<file path="config.mk">
export PLATFORM = sky130hd
export DESIGN_NAME = comms_rx_unpacker_flat
export DESIGN_NICKNAME = d
export VERILOG_FILES = /design/src/rtl/comms_rx_unpacker_if.sv /design/src/rtl/comms_rx_unpacker.sv /design/src/flat_wrapper.sv
export SDC_FILE = /design/constraint.sdc
export NUM_CORES = 1
export LEC_CHECK = 0
export ABC_AREA = 1
export CORE_MARGIN = 2
export CORE_UTILIZATION = 49
export CTS_CLUSTER_DIAMETER = 150
export CTS_CLUSTER_SIZE = 40
export DETAILED_ROUTE_END_ITERATION = 6
export GPL_TIMING_DRIVEN = 1
export MAX_ROUTING_LAYER = met4
export PLACE_DENSITY = 0.76
export SETUP_SLACK_MARGIN = 0.1
export SYNTH_ARGS = -nofsm -noshare
export SYNTH_HDL_FRONTEND = slang
export SYNTH_SLANG_ARGS = --single-unit
</file>
<file path="constraint.sdc">
create_clock -name clk -period 9.7 [get_ports clk]
set_input_delay 1.94 -clock clk [delete_from_list [all_inputs] [get_ports clk]]
set_output_delay 1.94 -clock clk [all_outputs]
set_load 0.05 [all_outputs]
</file>
<file path="src/rtl/comms_rx_unpacker_if.sv">
// rtl/comms_rx_unpacker_if.sv - payload byte stream between the rx unpacker and its consumer
interface comms_rx_unpacker_if;
  logic [7:0] out_data;
  logic       out_valid;
  logic       out_ready;
  logic       out_last;

  modport master (output out_data, output out_valid, output out_last, input out_ready);
  modport slave  (input out_data, input out_valid, input out_last, output out_ready);
endinterface

</file>
<file path="src/rtl/comms_rx_unpacker.sv">
// rtl/comms_rx_unpacker.sv - captures the link rx buffer, validates sync/length/checksum, streams payload
// Optional err_count output enabled by COMMS_RX_UNPACK_ERRCNT_EN.
module comms_rx_unpacker #(
  parameter logic [7:0] SYNC_BYTE   = 8'hA5,
  parameter int         MAX_LEN     = 29,
  parameter int         SYNC_STAGES = 2
) (
  input  logic                     clk,
  input  logic                     rst,
  input  logic [255:0]             rx_buffer,
  input  logic                     rx_new,
  comms_rx_unpacker_if.master      outIf,
  output logic                     frame_ok,
  output logic                     frame_err,
  output logic [1:0]               err_code,
  output logic                     overrun,
  output logic                     busy
`ifdef COMMS_RX_UNPACK_ERRCNT_EN
  ,
  output logic [15:0]              err_count
`endif
);

  typedef enum logic [2:0] {IDLE, HDR, SUM, CMP, EMIT, DONE, ERR} state_t;
  state_t state, nextState;

  logic [SYNC_STAGES-1:0] syncQ;
  logic                   edgeQ;
  logic                   newEdge;
  logic [255:0]           frameQ;
  logic [7:0]             accQ;
  logic [4:0]             idxQ;
  logic                   validQ;

  logic [7:0] lenByte;
  logic [7:0] payByte;
  logic [7:0] chkByte;
  logic       lenBad;
  logic       lastIdx;
  logic       handshake;

  always_ff @(posedge clk or posedge rst) begin
    if (rst) begin
      syncQ <= '0;
      edgeQ <= 1'b0;
    end else begin
      syncQ <= {syncQ[SYNC_STAGES-2:0], rx_new};
      edgeQ <= syncQ[SYNC_STAGES-1];
    end
  end

  assign newEdge = syncQ[SYNC_STAGES-1] & ~edgeQ;

  // Payload index never exceeds 28 and len is range-checked before the checksum
  // byte is read, so both selects stay inside the 32-byte frame.
  assign lenByte   = frameQ[15:8];
  assign payByte   = frameQ[{idxQ + 5'd2, 3'b000} +: 8];
  assign chkByte   = frameQ[{lenByte[4:0] + 5'd2, 3'b000} +: 8];
  assign lenBad    = (lenByte == 8'd0) || (lenByte > 8'(MAX_LEN));
  assign lastIdx   = ({3'b000, idxQ} == (lenByte - 8'd1));
  assign handshake = validQ & outIf.out_ready;

  always_ff @(posedge clk or posedge rst) begin
    if (rst) begin
      state <= IDLE;
    end else begin
      state <= nextState;
    end
  end

  always_comb begin
    nextState = state;
    case (state)
      IDLE:    if (newEdge) nextState = HDR;
      HDR:     nextState = ((frameQ[7:0] != SYNC_BYTE) || lenBad) ? ERR : SUM;
      SUM:     if (lastIdx) nextState = CMP;
      CMP:     nextState = (accQ == chkByte) ? EMIT : ERR;
      EMIT:    if (handshake && lastIdx) nextState = DONE;
      default: nextState = IDLE;
    endcase
  end

  always_ff @(posedge clk or posedge rst) begin
    if (rst) begin
      frameQ   <= '0;
      accQ     <= '0;
      idxQ     <= '0;
      err_code <= '0;
      validQ   <= 1'b0;
    end else begin
      validQ <= (nextState == EMIT);
      case (state)
        IDLE: if (newEdge) frameQ <= rx_buffer;
        HDR: begin
          accQ <= lenByte;
          idxQ <= '0;
          if (frameQ[7:0] != SYNC_BYTE) begin
            err_code <= 2'b01;
          end else if (lenBad) begin
            err_code <= 2'b10;
          end
        end
        SUM: begin
          accQ <= accQ + payByte;
          idxQ <= idxQ + 5'd1;
        end
        CMP: begin
          idxQ <= '0;
          if (accQ != chkByte) err_code <= 2'b11;
        end
        EMIT: if (handshake) idxQ <= idxQ + 5'd1;
        default: ;
      endcase
    end
  end

  assign outIf.out_valid = validQ;

  // An edge seen outside IDLE (including the DONE/ERR exit cycle) is a dropped frame.
  always_comb begin
    busy           = (state != IDLE);
    frame_ok       = (state == DONE);
    frame_err      = (state == ERR);
    overrun        = newEdge && (state != IDLE);
    outIf.out_data = (state == EMIT) ? payByte : 8'h00;
    outIf.out_last = (state == EMIT) && lastIdx;
  end

`ifdef COMMS_RX_UNPACK_ERRCNT_EN
  logic [16:0] errSum;
  assign errSum = {1'b0, err_count} + {16'd0, frame_err} + {16'd0, overrun};

  always_ff @(posedge clk or posedge rst) begin
    if (rst) begin
      err_count <= '0;
    end else begin
      err_count <= errSum[16] ? 16'hFFFF : errSum[15:0];
    end
  end
`endif

endmodule

</file>
<file path="src/flat_wrapper.sv">
// flat-port wrapper written by rule: the top's interface ports become plain ports
module comms_rx_unpacker_flat 
#(
  parameter logic [7:0] SYNC_BYTE   = 8'hA5,
  parameter int         MAX_LEN     = 29,
  parameter int         SYNC_STAGES = 2
)
  (clk, rst, rx_buffer, rx_new, frame_ok, frame_err, err_code, overrun, busy, outIf_out_data, outIf_out_valid, outIf_out_last, outIf_out_ready);
  comms_rx_unpacker_if outIf_i ();
  input  logic clk;
  input  logic rst;
  input  logic [255:0] rx_buffer;
  input  logic rx_new;
  output logic frame_ok;
  output logic frame_err;
  output logic [1:0] err_code;
  output logic overrun;
  output logic busy;
  output wire logic [$bits(outIf_i.out_data)-1:0] outIf_out_data;
  output wire logic [$bits(outIf_i.out_valid)-1:0] outIf_out_valid;
  output wire logic [$bits(outIf_i.out_last)-1:0] outIf_out_last;
  input wire logic [$bits(outIf_i.out_ready)-1:0] outIf_out_ready;
  assign outIf_out_data = outIf_i.out_data;
  assign outIf_out_valid = outIf_i.out_valid;
  assign outIf_out_last = outIf_i.out_last;
  assign outIf_i.out_ready = outIf_out_ready;
  comms_rx_unpacker #(.SYNC_BYTE(SYNC_BYTE), .MAX_LEN(MAX_LEN), .SYNC_STAGES(SYNC_STAGES)) u_core (.clk(clk), .rst(rst), .rx_buffer(rx_buffer), .rx_new(rx_new), .outIf(outIf_i), .frame_ok(frame_ok), .frame_err(frame_err), .err_code(err_code), .overrun(overrun), .busy(busy));
endmodule
</file>
==> impl_metrics.py <==
metrics = {
    "routing": {
        "post_drt_wl_per_cell_um": 19.9,
        "ant_nets": 0,
        "drc": 5,
        "highest_layer": "met4",
        "wl_met3_um": 4670,
        "dr_wl_met2_um": 25200,
        "met1Wirelength_um": 24600,
        "via_per_inst": 5.73,
        "drtIter0Drc": 1987,
        "routed_wl_um": 56100,
        "vias": 16100,
        "first_pass_iters": 7,
    },
    "setup_path": {
        "start_kind": "register",
        "worst_setup_path_end_kind": "output pin",
        "critPathKind": "register to output pin",
        "worstPathRequired_ns": 7.76,
        "crit_path_max_fanout": 80,
        "critical_path_arrival_ns": 4.74,
    },
    "timing": {
        "final_max_slew_viol_count": 0,
        "worst_slew_pin_slew_ns": 1.19,
        "finalWorstSetupSlack_ns": 3.02,
        "max_freq_ghz": 0.150,
        "skew_ns": 0.0273,
        "period_needed_ns": 6.68,
        "period_share": 0.689,
        "rsz0062_at_grt": "no",
        "relSlewSlack": 0.204,
        "timing_hold_violations_final": 0,
        "finalSetupViolCount": 0,
        "setup_tns_ns": 0,
    },
    "worst_hold_path": {
        "min_path_type": "register to register",
    },
    "grt": {
        "track_usage": 0.333,
        "antenna_found_initial": 0,
        "grt_pass1_vias": 15200,
        "grt_pass1_wl_um": 85400,
        "overflow": 0,
        "grt_max_degree": 248,
    },
    "pwr": {
        "irDropWorstVdd_uv": 208,
        "power_density_mw_per_mm2": 366,
        "p_leak_nw": 9.01,
    },
    "logic_synthesis": {
        "yosysSeqAreaShare": 0.431,
        "syn_avg_cell_area_um2": 7.26,
        "synth_cells": 2221,
        "synth_area_mm2": 0.0161,
        "ys_seq_elements": 278,
        "synth_fp_nets": 2495,
        "ys_types": 40,
        "yosysWarnings": 0,
    },
    "final_layout": {
        "fill_cells": 3006,
        "layoutNonFillerInstCount": 2818,
        "fin_nets": 2648,
        "syn2layout_area_growth_pct": 19.2,
        "design_area_mm2": 0.0192,
        "multi_input_area_mm2": 0.00753,
        "regArea_mm2": 0.00697,
        "drive_gt1_frac": 0.0400,
    },
    "outcome": {
        "status": "finished with violations",
        "violations": "design-rule violations",
    },
    "cts": {
        "cts_setup_buffers": 0,
        "root_buffer": "clkbuf_16",
        "cts.sinks": 278,
        "numCtsBuffers": 10,
        "cts.htree.levels": 1,
        "hold_buffers": 0,
        "cts.clk_slew.worst_paths_ns": 0.15,
        "cts_tree": "yes",
        "postCtsResizedCells": 0,
        "worstSkewPairLatency_ns": 0.53,
        "cts_buffer_depth": 3,
    },
    "placed_design": {
        "dpl_worst_slack_ns": 3.65,
        "placedCellCount": 2804,
        "dpl.hpwl_um": 40000,
        "port_buffers": 275,
        "placed_area_mm2": 0.0189,
        "gp_congestion": 1.00,
    },
    "floorplanning": {
        "io_pins": 276,
        "die_h_um": 185,
        "dieArea_mm2": 0.0344,
        "initial_core_util": 0.497,
        "die_x_um": 185,
        "core_mm2": 0.0325,
        "fp-row-count": 66,
    },
    "job": {
        "drv_cap": 0,
    },
}
## cells in the mapped netlist
master	number	area [µm²]
a21oi_1	333	1670
a221oi_1	1	8.76
a22oi_1	1	7.51
a31oi_1	1	6.26
and2_0	1	6.26
and2_1	1	6.26
buf_1	16	60.1
buf_2	37	185
buf_4	3	22.5
buf_6	9	101
clkbuf_1	88	330
dfrtp_1	278	6960
fa_1	1	20.0
ha_1	13	163
inv_1	247	927
inv_2	7	26.3
mux2_2	45	507
nand2_1	378	1420
nand2_2	1	6.26
nand3_1	284	1420
nand4_1	9	56.3
nor2_1	257	965
nor2_4	1	11.3
nor3_1	5	25.0
nor4_1	4	25.0
o2111a_1	1	11.3
o2111ai_1	1	8.76
o211a_1	1	10.0
o211ai_1	41	308
o21ai_0	137	686
o21ai_1	1	5.00
o21bai_1	1	7.51
o221ai_1	7	61.3
o311ai_0	1	8.76
o311ai_1	1	8.76
or2_2	1	6.26
xnor2_1	1	8.76
xnor2_2	1	16.3
xor2_1	4	35.0
xor2_2	1	16.3
## area by class of cell
| class | count | area share |
|---|---|---|
| Multi-Input combinational cell | 1536 | 0.392 |
| Clock buffer | 13 | 0.0152 |
| Inverter | 254 | 0.0498 |
| Timing Repair Buffer | 294 | 0.152 |
| Tap cell | 442 | 0.0288 |
| Antenna cell | 1 | 0.000130 |
| Sequential cell | 278 | 0.362 |
## kinds of logic after synthesis
logic type                 after synthesis  share of synthesized area
and+or+nand+nor                        942                      0.245
AOI/OAI and AO/OA                      528                      0.174
buffers and inverters                  407                      0.102
DFF                                    278                      0.431
muxes                                   45                     0.0314
adders and majority gates               14                     0.0113
xor gates and xnor gates                 7                    0.00473
## worst max-delay path: stages (launching register included)
cell and delay (ns):
dfrtp_4 0.80, inv_2 0.84, buf_4 0.62, nand2_1 0.18, xor2_1 0.19, xor2_1 0.16, nor4_1 0.25, nand2_1 0.11
nor2_1 0.11, clkdlybuf4s50_1 0.82
## sequential cells by signal (all words and copies together) (netlist names)
register	count
u_core.frameQ	256
u_core.accQ	8
u_core.idxQ	5
u_core.state	3
u_core.err_code	2
u_core.syncQ	2
u_core.edgeQ	1
u_core.outIf.out_valid	1
## per-layer routing
layer | global-route usage | up-vias
met5 | - | -
met4 | 0.0924 | 0
met3 | 0.0350 | 99
met2 | 0.509 | 848
met1 | 0.474 | 7621
li1 | - | 7570
## power breakdown
| group | switching, mW | internal (mW) | total (mW) |
|---|---|---|---|
| clock network | 0.364 | 0.216 | 0.580 |
| registers | 0.440 | 1.70 | 2.14 |
| logic | 2.92 | 1.39 | 4.31 |
## layout by cell type (no fill, tap or decap), types with 2 or more instances in the layout
cell               n
dfrtp_1          274
dfrtp_2            2
buf_12             2
nand4_1            9
xor2_1             4
nand2_1          378
mux2_2            45
inv_1            244
ha_1              13
buf_4             17
nor3_1             5
o21ai_0          137
dfrtp_4            2
nor2_1           257
nand3_1          283
o211ai_1          41
o221ai_1           7
nor4_1             4
clkbuf_16         11
a21oi_1          333
clkdlybuf4s50_1  275
inv_2              8
## worst paths after layout
kind                                  start                  to  slack [ns]  depth (start not counted)
max                        u_core.frameQ[8]      outIf_out_last        3.02                          9
min                         u_core.syncQ[0]     u_core.syncQ[1]        0.37                          0
max reg2reg                  u_core.idxQ[1]      u_core.accQ[6]        4.65                         22
min reg2reg                 u_core.syncQ[0]     u_core.syncQ[1]        0.37                          0
max in group asynchronous               rst    u_core.frameQ[8]        6.19                          4
min in group asynchronous               rst  u_core.frameQ[128]        2.07                          3
## stage by stage
stage | power [mW] | hold WS, ns | util
4_1_cts | 6.96 | 0.369 | 0.592
5_1_grt | 7.57 | 0.388 | 0.592
3_3_place_gp | 6.28 | 0.339 | 0.583
2_1_floorplan | 4.99 | 0.331 | -
3_5_place_dp | 6.37 | 0.336 | 0.583
6_report | 7.03 | 0.367 | 0.592
Note: power is estimated with default switching activity, not from simulation.
